$ cat src/rtl/param_pack_fifo_pkg.sv
`default_nettype none
// ============================================================================
//  Module   : param_pack_fifo_pkg
//  Purpose  : Shared constants for the param_pack_fifo slice:
//             - default field widths and FIFO depth
//             - drop counter width and its saturation value
//             - pointer-width helper built on $clog2
//  Revision : 1.0  initial release
// ============================================================================
package param_pack_fifo_pkg;

    // Default field widths and FIFO depth.
    localparam int DEF_A_W   = 1;
    localparam int DEF_B_W   = 2;
    localparam int DEF_C_W   = 3;
    localparam int DEF_DEPTH = 4;

    // Refused-transfer counter; it saturates rather than wrapping.
    localparam int                DROP_W   = 8;
    localparam logic [DROP_W-1:0] DROP_SAT = 8'hFF;

    // Pointer width for a power-of-two depth. It is never allowed to
    // collapse to zero bits.
    function automatic int ptr_w(input int depth);
        return (depth > 1) ? $clog2(depth) : 1;
    endfunction

endpackage : param_pack_fifo_pkg
`default_nettype wire

$ cat src/rtl/param_pack_ram.sv
`default_nettype none
// ============================================================================
//  Module   : param_pack_ram
//  Purpose  : DEPTH x W storage array for param_pack_fifo.
//             - synchronous write
//             - asynchronous read, so the FIFO head word falls through
//               without an extra register stage
//             The contents are deliberately not reset.
//  Ports    : clock  - write clock
//             we     - write enable
//             waddr  - write address
//             wdata  - write data
//             raddr  - read address
//             rdata  - read data (combinational)
//  Revision : 1.0  initial release
// ============================================================================
module param_pack_ram
    import param_pack_fifo_pkg::*;
#(
    parameter int W     = DEF_A_W + DEF_B_W + DEF_C_W,
    parameter int DEPTH = DEF_DEPTH
) (
    input  logic                      clock,
    input  logic                      we,
    input  logic [ptr_w(DEPTH)-1:0]   waddr,
    input  logic [W-1:0]              wdata,
    input  logic [ptr_w(DEPTH)-1:0]   raddr,
    output logic [W-1:0]              rdata
);

    logic [W-1:0] r_mem [DEPTH];

    always_ff @(posedge clock) begin
        if (we) begin
            r_mem[waddr] <= wdata;
        end
    end

    assign rdata = r_mem[raddr];

endmodule : param_pack_ram
`default_nettype wire

$ cat src/rtl/param_pack_fifo.sv
`default_nettype none
// ============================================================================
//  Module   : param_pack_fifo
//  Purpose  : Packs three input fields {c,b,a} (a in the LSBs) into one word
//             on every accepted transfer and queues it in a DEPTH-entry
//             first-word-fall-through FIFO. The FIFO drains through a
//             valid/ready port and reports its occupancy.
//  Ports    : clock      - sole clock, rising edge
//             reset      - synchronous, active-high
//             in_valid   - producer offers a/b/c
//             in_ready   - buffer can accept (held low while reset is high)
//             a, b, c    - input fields, widths A_W, B_W, C_W
//             out_valid  - head word available
//             out_ready  - consumer takes the head word
//             out_data   - head word, zero when empty
//             count      - occupancy, 0..DEPTH
//             drop_cnt   - saturating count of refused offers
//                          (only with PARAM_PACK_DROP_CNT_EN)
//  Config   : `define PARAM_PACK_DROP_CNT_EN adds the drop_cnt port
//             and its counter.
//  Revision : 1.0  initial release
// ============================================================================
module param_pack_fifo
    import param_pack_fifo_pkg::*;
#(
    parameter int A_W   = DEF_A_W,
    parameter int B_W   = DEF_B_W,
    parameter int C_W   = DEF_C_W,
    parameter int DEPTH = DEF_DEPTH
) (
    input  logic                      clock,
    input  logic                      reset,
    input  logic                      in_valid,
    output logic                      in_ready,
    input  logic [A_W-1:0]            a,
    input  logic [B_W-1:0]            b,
    input  logic [C_W-1:0]            c,
    output logic                      out_valid,
    input  logic                      out_ready,
    output logic [A_W+B_W+C_W-1:0]    out_data,
    output logic [ptr_w(DEPTH):0]     count
`ifdef PARAM_PACK_DROP_CNT_EN
    ,
    output logic [DROP_W-1:0]         drop_cnt
`endif
);

    localparam int W  = A_W + B_W + C_W;
    localparam int PW = ptr_w(DEPTH);

    localparam logic [PW:0]   c_full     = (PW+1)'(DEPTH);
    localparam logic [PW:0]   c_cnt_one  = (PW+1)'(1);
    localparam logic [PW-1:0] c_ptr_one  = PW'(1);

    logic [PW-1:0] r_wr_ptr;
    logic [PW-1:0] r_rd_ptr;
    logic [PW:0]   r_count;

    logic          w_push;
    logic          w_pop;
    logic [W-1:0]  w_wdata;
    logic [W-1:0]  w_rdata;

    // ------------------------------------------------------------------
    // Handshake and status
    // ------------------------------------------------------------------
    // in_ready depends only on the current occupancy. A pop in the same
    // cycle therefore never opens a slot for a push when the FIFO is full.
    assign in_ready  = !reset && (r_count != c_full);
    assign out_valid = (r_count != '0);

    assign w_push  = in_valid && in_ready;
    assign w_pop   = out_valid && out_ready && !reset;
    assign w_wdata = {c, b, a};

    // Memory is never reset. Gating with out_valid keeps stale or
    // uninitialised words off the output.
    assign out_data = out_valid ? w_rdata : '0;
    assign count    = r_count;

    // ------------------------------------------------------------------
    // Storage
    // ------------------------------------------------------------------
    param_pack_ram #(
        .W     (W),
        .DEPTH (DEPTH)
    ) u_ram (
        .clock (clock),
        .we    (w_push),
        .waddr (r_wr_ptr),
        .wdata (w_wdata),
        .raddr (r_rd_ptr),
        .rdata (w_rdata)
    );

    // ------------------------------------------------------------------
    // Pointers and occupancy
    // ------------------------------------------------------------------
    // DEPTH is a power of two, so the pointers wrap to 0 by plain
    // overflow.
    always_ff @(posedge clock) begin
        if (reset) begin
            r_wr_ptr <= '0;
            r_rd_ptr <= '0;
            r_count  <= '0;
        end else begin
            if (w_push) begin
                r_wr_ptr <= r_wr_ptr + c_ptr_one;
            end
            if (w_pop) begin
                r_rd_ptr <= r_rd_ptr + c_ptr_one;
            end
            case ({w_push, w_pop})
                2'b10:   r_count <= r_count + c_cnt_one;
                2'b01:   r_count <= r_count - c_cnt_one;
                default: r_count <= r_count;
            endcase
        end
    end

`ifdef PARAM_PACK_DROP_CNT_EN
    // ------------------------------------------------------------------
    // Refused-offer counter: counts cycles where the producer offers data
    // but the FIFO is full. It stops at DROP_SAT.
    // ------------------------------------------------------------------
    logic [DROP_W-1:0] r_drop_cnt;

    always_ff @(posedge clock) begin
        if (reset) begin
            r_drop_cnt <= '0;
        end else if (in_valid && !in_ready && (r_drop_cnt != DROP_SAT)) begin
            r_drop_cnt <= r_drop_cnt + DROP_W'(1);
        end
    end

    assign drop_cnt = r_drop_cnt;
`endif

endmodule : param_pack_fifo
`default_nettype wire
$ cat config.mk
export PLATFORM = sky130hd
export DESIGN_NAME = param_pack_fifo
export DESIGN_NICKNAME = d
export VERILOG_FILES = /design/src/rtl/param_pack_fifo_pkg.sv /design/src/rtl/param_pack_ram.sv /design/src/rtl/param_pack_fifo.sv
export SDC_FILE = /design/constraint.sdc
export NUM_CORES = 1
export LEC_CHECK = 0
export ABC_AREA = 1
export CAP_MARGIN = 5
export CORE_ASPECT_RATIO = 0.75
export CORE_UTILIZATION = 25
export CTS_CLUSTER_SIZE = 12
export DETAILED_ROUTE_END_ITERATION = 8
export PLACE_DENSITY = 0.4
export SLEW_MARGIN = 10
export SYNTH_ARGS = -nofsm -noshare
export SYNTH_HDL_FRONTEND = slang
export SYNTH_HIERARCHICAL = 1
export SYNTH_SLANG_ARGS = --single-unit
$ cat constraint.sdc
create_clock -name clock -period 4.7 [get_ports clock]
set_input_delay 0.705 -clock clock [delete_from_list [all_inputs] [get_ports clock]]
set_output_delay 0.705 -clock clock [all_outputs]
set_load 0.05 [all_outputs]
======== Word level (Yosys, flattened, before mapping) ========
Memories as Yosys holds them, arrays and structs flattened. A register that Yosys moved wholly into a read port is not among the register bits.
Cells that the tools add are included.
storage, ports and cells
  word-level logic and storage cells ...... 24
  bits in registers ....................... 7
  memories ................................ 1
  bits in writable memories ............... 24
  output and inout bits ................... 11
  input port bits ......................... 10
operators by class
  equality and inequality tests ........... 3
  muxes and demuxes ....................... 6
  add/subtract/negate cells ............... 4
  reduce and logical (&&, ||, !) cells .... 7
memory list
  memory       depth  width  read ports  clocked after memory_dff  write ports  line                  text
  u_ram.r_mem  4      6      1           1                         1            param_pack_ram.sv:31  logic [W-1:0] r_mem [DEPTH];
operators with widths
  operator               count
  $mux W6                1
  $pmux W3 S2            1
  $add A2 B1 Y2 const B  2
  $logic_and A1 B1 Y1    4
  $mux W2                2
  $add A3 B1 Y3 const B  1
  $ne A3 B3 Y1 const B   1
  $reduce_bool A3 Y1     1
  $sub A3 B1 Y3 const B  1
  $eq A2 B1 Y1 const B   1
  $eq A2 B2 Y1 const B   1
  $mux W1                2
  $reduce_bool A2 Y1     1
  $logic_not A1 Y1       1

======== Depth between registers and ports, before layout ========
  depth in word-level cells ............... 5
  depth in mapped cells ................... 13

======== By module ========
Netlist, hierarchy kept.
by module, submodules not included
  module           cells an instance  area each (um^2)  times used
  param_pack_ram   101                1041.0            1
  param_pack_fifo  69                 426.7             1

======== Worst setup path after synthesis ========
OpenSTA, ideal clock, no wires.
  kind .................................... register -> output
  start ................................... register r_count[2], in the netlist count[2]
  end ..................................... output out_data[0]
  setup slack ............................. 2.068 ns
  arrival ................................. 1.927 ns
  stages on the path, launching flop included .. 5
  cell sequence ........................... dfxtp_1 inv_1 nand2_2 inv_1 nor2_1
between the ends
  longest elaborated chain between the ends .. 2
ends and longest elaborated chain
  element                   line                    text
  start: declaration        param_pack_fifo.sv:57   logic [PW:0] r_count;
  start signal: assignment  param_pack_fifo.sv:114  2'b10: r_count <= r_count + c_cnt_one;
  start signal: assignment  param_pack_fifo.sv:115  2'b01: r_count <= r_count - c_cnt_one;
  start signal: assignment  param_pack_fifo.sv:116  default: r_count <= r_count;
  $reduce_bool A3 Y1        param_pack_fifo.sv:70   assign out_valid = (r_count != '0);
  net out_valid             param_pack_fifo.sv:38   output logic out_valid,
  $mux W6                   param_pack_fifo.sv:78   assign out_data = out_valid ? w_rdata : '0;
  end: declaration          param_pack_fifo.sv:40   output logic [A_W+B_W+C_W-1:0] out_data,
The timed path passes the listed nets, and every way through them passes these cells.

==> results.toml <==
[clock_network]
clk_path_buf_depth = 2
cts_max_level = 2
path_clk_slew_ps = 60
postCtsSetupRepairBufs = 0
cts_buffers = 5
cts_root_buf = "clkbuf_8"
holdBufCountCts = 0
cts.repair.resized = 0
insertion_delay_ps = 280
cts_tree = "yes"
cts.sinks = 31

[route]
first_pass_iters = 4
first_iter_violations = 58
remaining_drc_errors = 0
drt-vias-per-instance = 3.96
totalWireLength_um = 3020
vias = 1068
avgRoutedWirePerCell_um = 11.2
ant_nets = 0

[worst_setup_path]
worstSetupStartpointType = "flop"
end_kind = "output port"
cp_max_fo = 16
reg2reg_from = "count[0]"
cp.required_ps = 3990
timing.rr.end = "u_ram/r_mem[1][5]"
rrSetupSlack_ps = 2550
ff2ff_path_depth = 6
critPathKind = "flop to output port"
critPathArrivalTime_ps = 2460

[global_routing]
grt_pass1_wl_um = 5220
grt_max_degree = 17
grt_usage_pct = 11.6
grt_pass1_vias = 1035
gr-total-overflow = 0
grt_antenna_before_repair = 0

[synthesis]
netlist_instances = 170
synth_area_per_cell_um2 = 8.63
synth_top_cell_by_area = "edfxtp_1"
yosysSeqAreaShare_pct = 58.7
synth_top_area_share_pct = 49.1
synth_cell_types = 19
syn_nets = 182
ys_ff_latch = 31
yosys_warnings = 6
netlist_top_cells_area = "edfxtp_1 (49%), inv_1 (12%), nand2_1 (11%), dfxtp_1 (9.5%), nand3_1 (4.8%)"
syn_area_mm2 = 0.00147

[cells_and_area]
syn2layout_area_growth_pct = 24.0
fin_nets = 207
postLayoutCellArea_mm2 = 0.00182
layout_commonest_cell = "inv_1"
final_cell_mix = "inv_1 (48), nand2_1 (44), edfxtp_1 (24)"
drive_gt1_share_pct = 5.64
num_antenna_cells = 0

[timing]
maxSlewViolCount = 0
relSlewSlack_pct = 22.0
fin_setup_tns_ps = 0
fin_ws_ps = 1540
fin_crit_ps = 3160
rsz0062_at_grt = "false"
min_period_over_period_pct = 67.3
hold_viol_final = 0
fin_skew_ps = 0.969
fmaxAchievable_mhz = 316
setup_viol = 0
worst-slew-pin-transition_ps = 1160

[hold_path]
worstHoldStart = "count[0]"
holdPathStages = 1
hp-class = "flop to flop"
hold_end = "count[0]"

[run_status]
status = "completed"

[die]
initial_utilization_pct = 26.7
core-area_mm2 = 0.00550
rows = 23
fp.dieW_um = 90.5
num_io_pins = 21
die_area_mm2 = 0.00618
dieHeight_um = 68.4

[placement]
io_buffers = 20
postPlaceCellArea_mm2 = 0.00174
place_ws_ps = 1740
dp_hpwl_um = 2190
gp_congestion = 0.732

[pwr]
total_power_uw = 679
peakVddDrop_mv = 0.0986
powerDensity_mw_per_mm2 = 373
leakagePower_uw = 0.000821

[run]
maxCapViolCount = 0
## cell type report
class | count | area (µm²)
repair buffers | 20 | 200
clock inverters | 2 | 8.76
clock buffers | 5 | 68.8
inverters | 49 | 184
flip-flops and latches | 31 | 861
multi-input cells | 88 | 404
well taps | 75 | 93.8
fillers | 579 | 3680
## how the worst max path moves through the flow
stage / from / end / slack (ps) / depth (start not counted)
global route: r_rd_ptr[0] / out_data[3] / 1270 / 7
finish: r_rd_ptr[0] / out_data[2] / 1540 / 7
floorplan: count[2] / out_data[0] / 2070 / 4
global placement: reset / u_ram/r_mem[1][2] / 1720 / 6
detailed placement: reset / u_ram/r_mem[1][5] / 1740 / 6
CTS: r_rd_ptr[0] / out_data[0] / 1520 / 7
## worst max-delay path: stages, from the launching register on
cell and delay, ps:
dfxtp_1 710, inv_2 240, nand2_1 110, nand3_1 60, nand2_1 80, inv_1 40
nor2_1 120, clkdlybuf4s50_1 810
## registers in the layout (all words and copies together) (netlist names)
| name | flops |
|---|---|
| r_wr_ptr | 2 |
| u_ram/r_mem | 24 |
| r_rd_ptr | 2 |
| count | 3 |
## power breakdown
group	total [µW]	leakage, µW	internal, µW	switching [µW]
clock	188	0.0000414	98.2	89.8
sequential	320	0.000275	306	13.7
combinational	171	0.000504	54.9	116
total	679	0.000821	459	219
## kinds of logic (layout without fill, tap and decap cells)
| kind of cell | count (synthesis) | count (layout) | synth area share (%) |
|---|---|---|---|
| adder cells (fa/ha/maj) | 2 | 2 | 2.22 |
| AND/OR/NAND/NOR | 79 | 79 | 22.7 |
| AO/OA/AOI/OAI | 7 | 7 | 2.64 |
| buffers and inverters | 51 | 76 | 13.8 |
| flip-flops | 31 | 31 | 58.7 |
## cell usage after synthesis
cell      instances
nor2_2            1
a21oi_1           4
dfxtp_1           7
nor2_1           13
buf_4             1
inv_2             1
a21oi_2           1
ha_1              1
buf_6             1
nand2_2           1
nand3_2           1
inv_1            48
nand3_1          14
nand2_1          44
nor3_1            4
o21ai_0           2
edfxtp_1         24
nand4_1           1
fa_1              1
## through the flow
stage	utilization, %	hold slack (ps)	cells
after floorplan	-	477	170
after global placement	31.7	490	263
after detailed placement	31.7	503	263
after CTS	33.1	518	270
after global routing	33.1	574	270
final	33.1	527	270
## layer usage
layer  vias to the layer above  wire (µm)  GRT usage [%]
met2                        19       1290           17.1
met1                       483       1550           14.8
met3                         4        153           5.00
met4                         0         31           4.84
li1                        562          -              -
met5                         -          0              0
No activity file was read; power rests on OpenSTA's default activity.
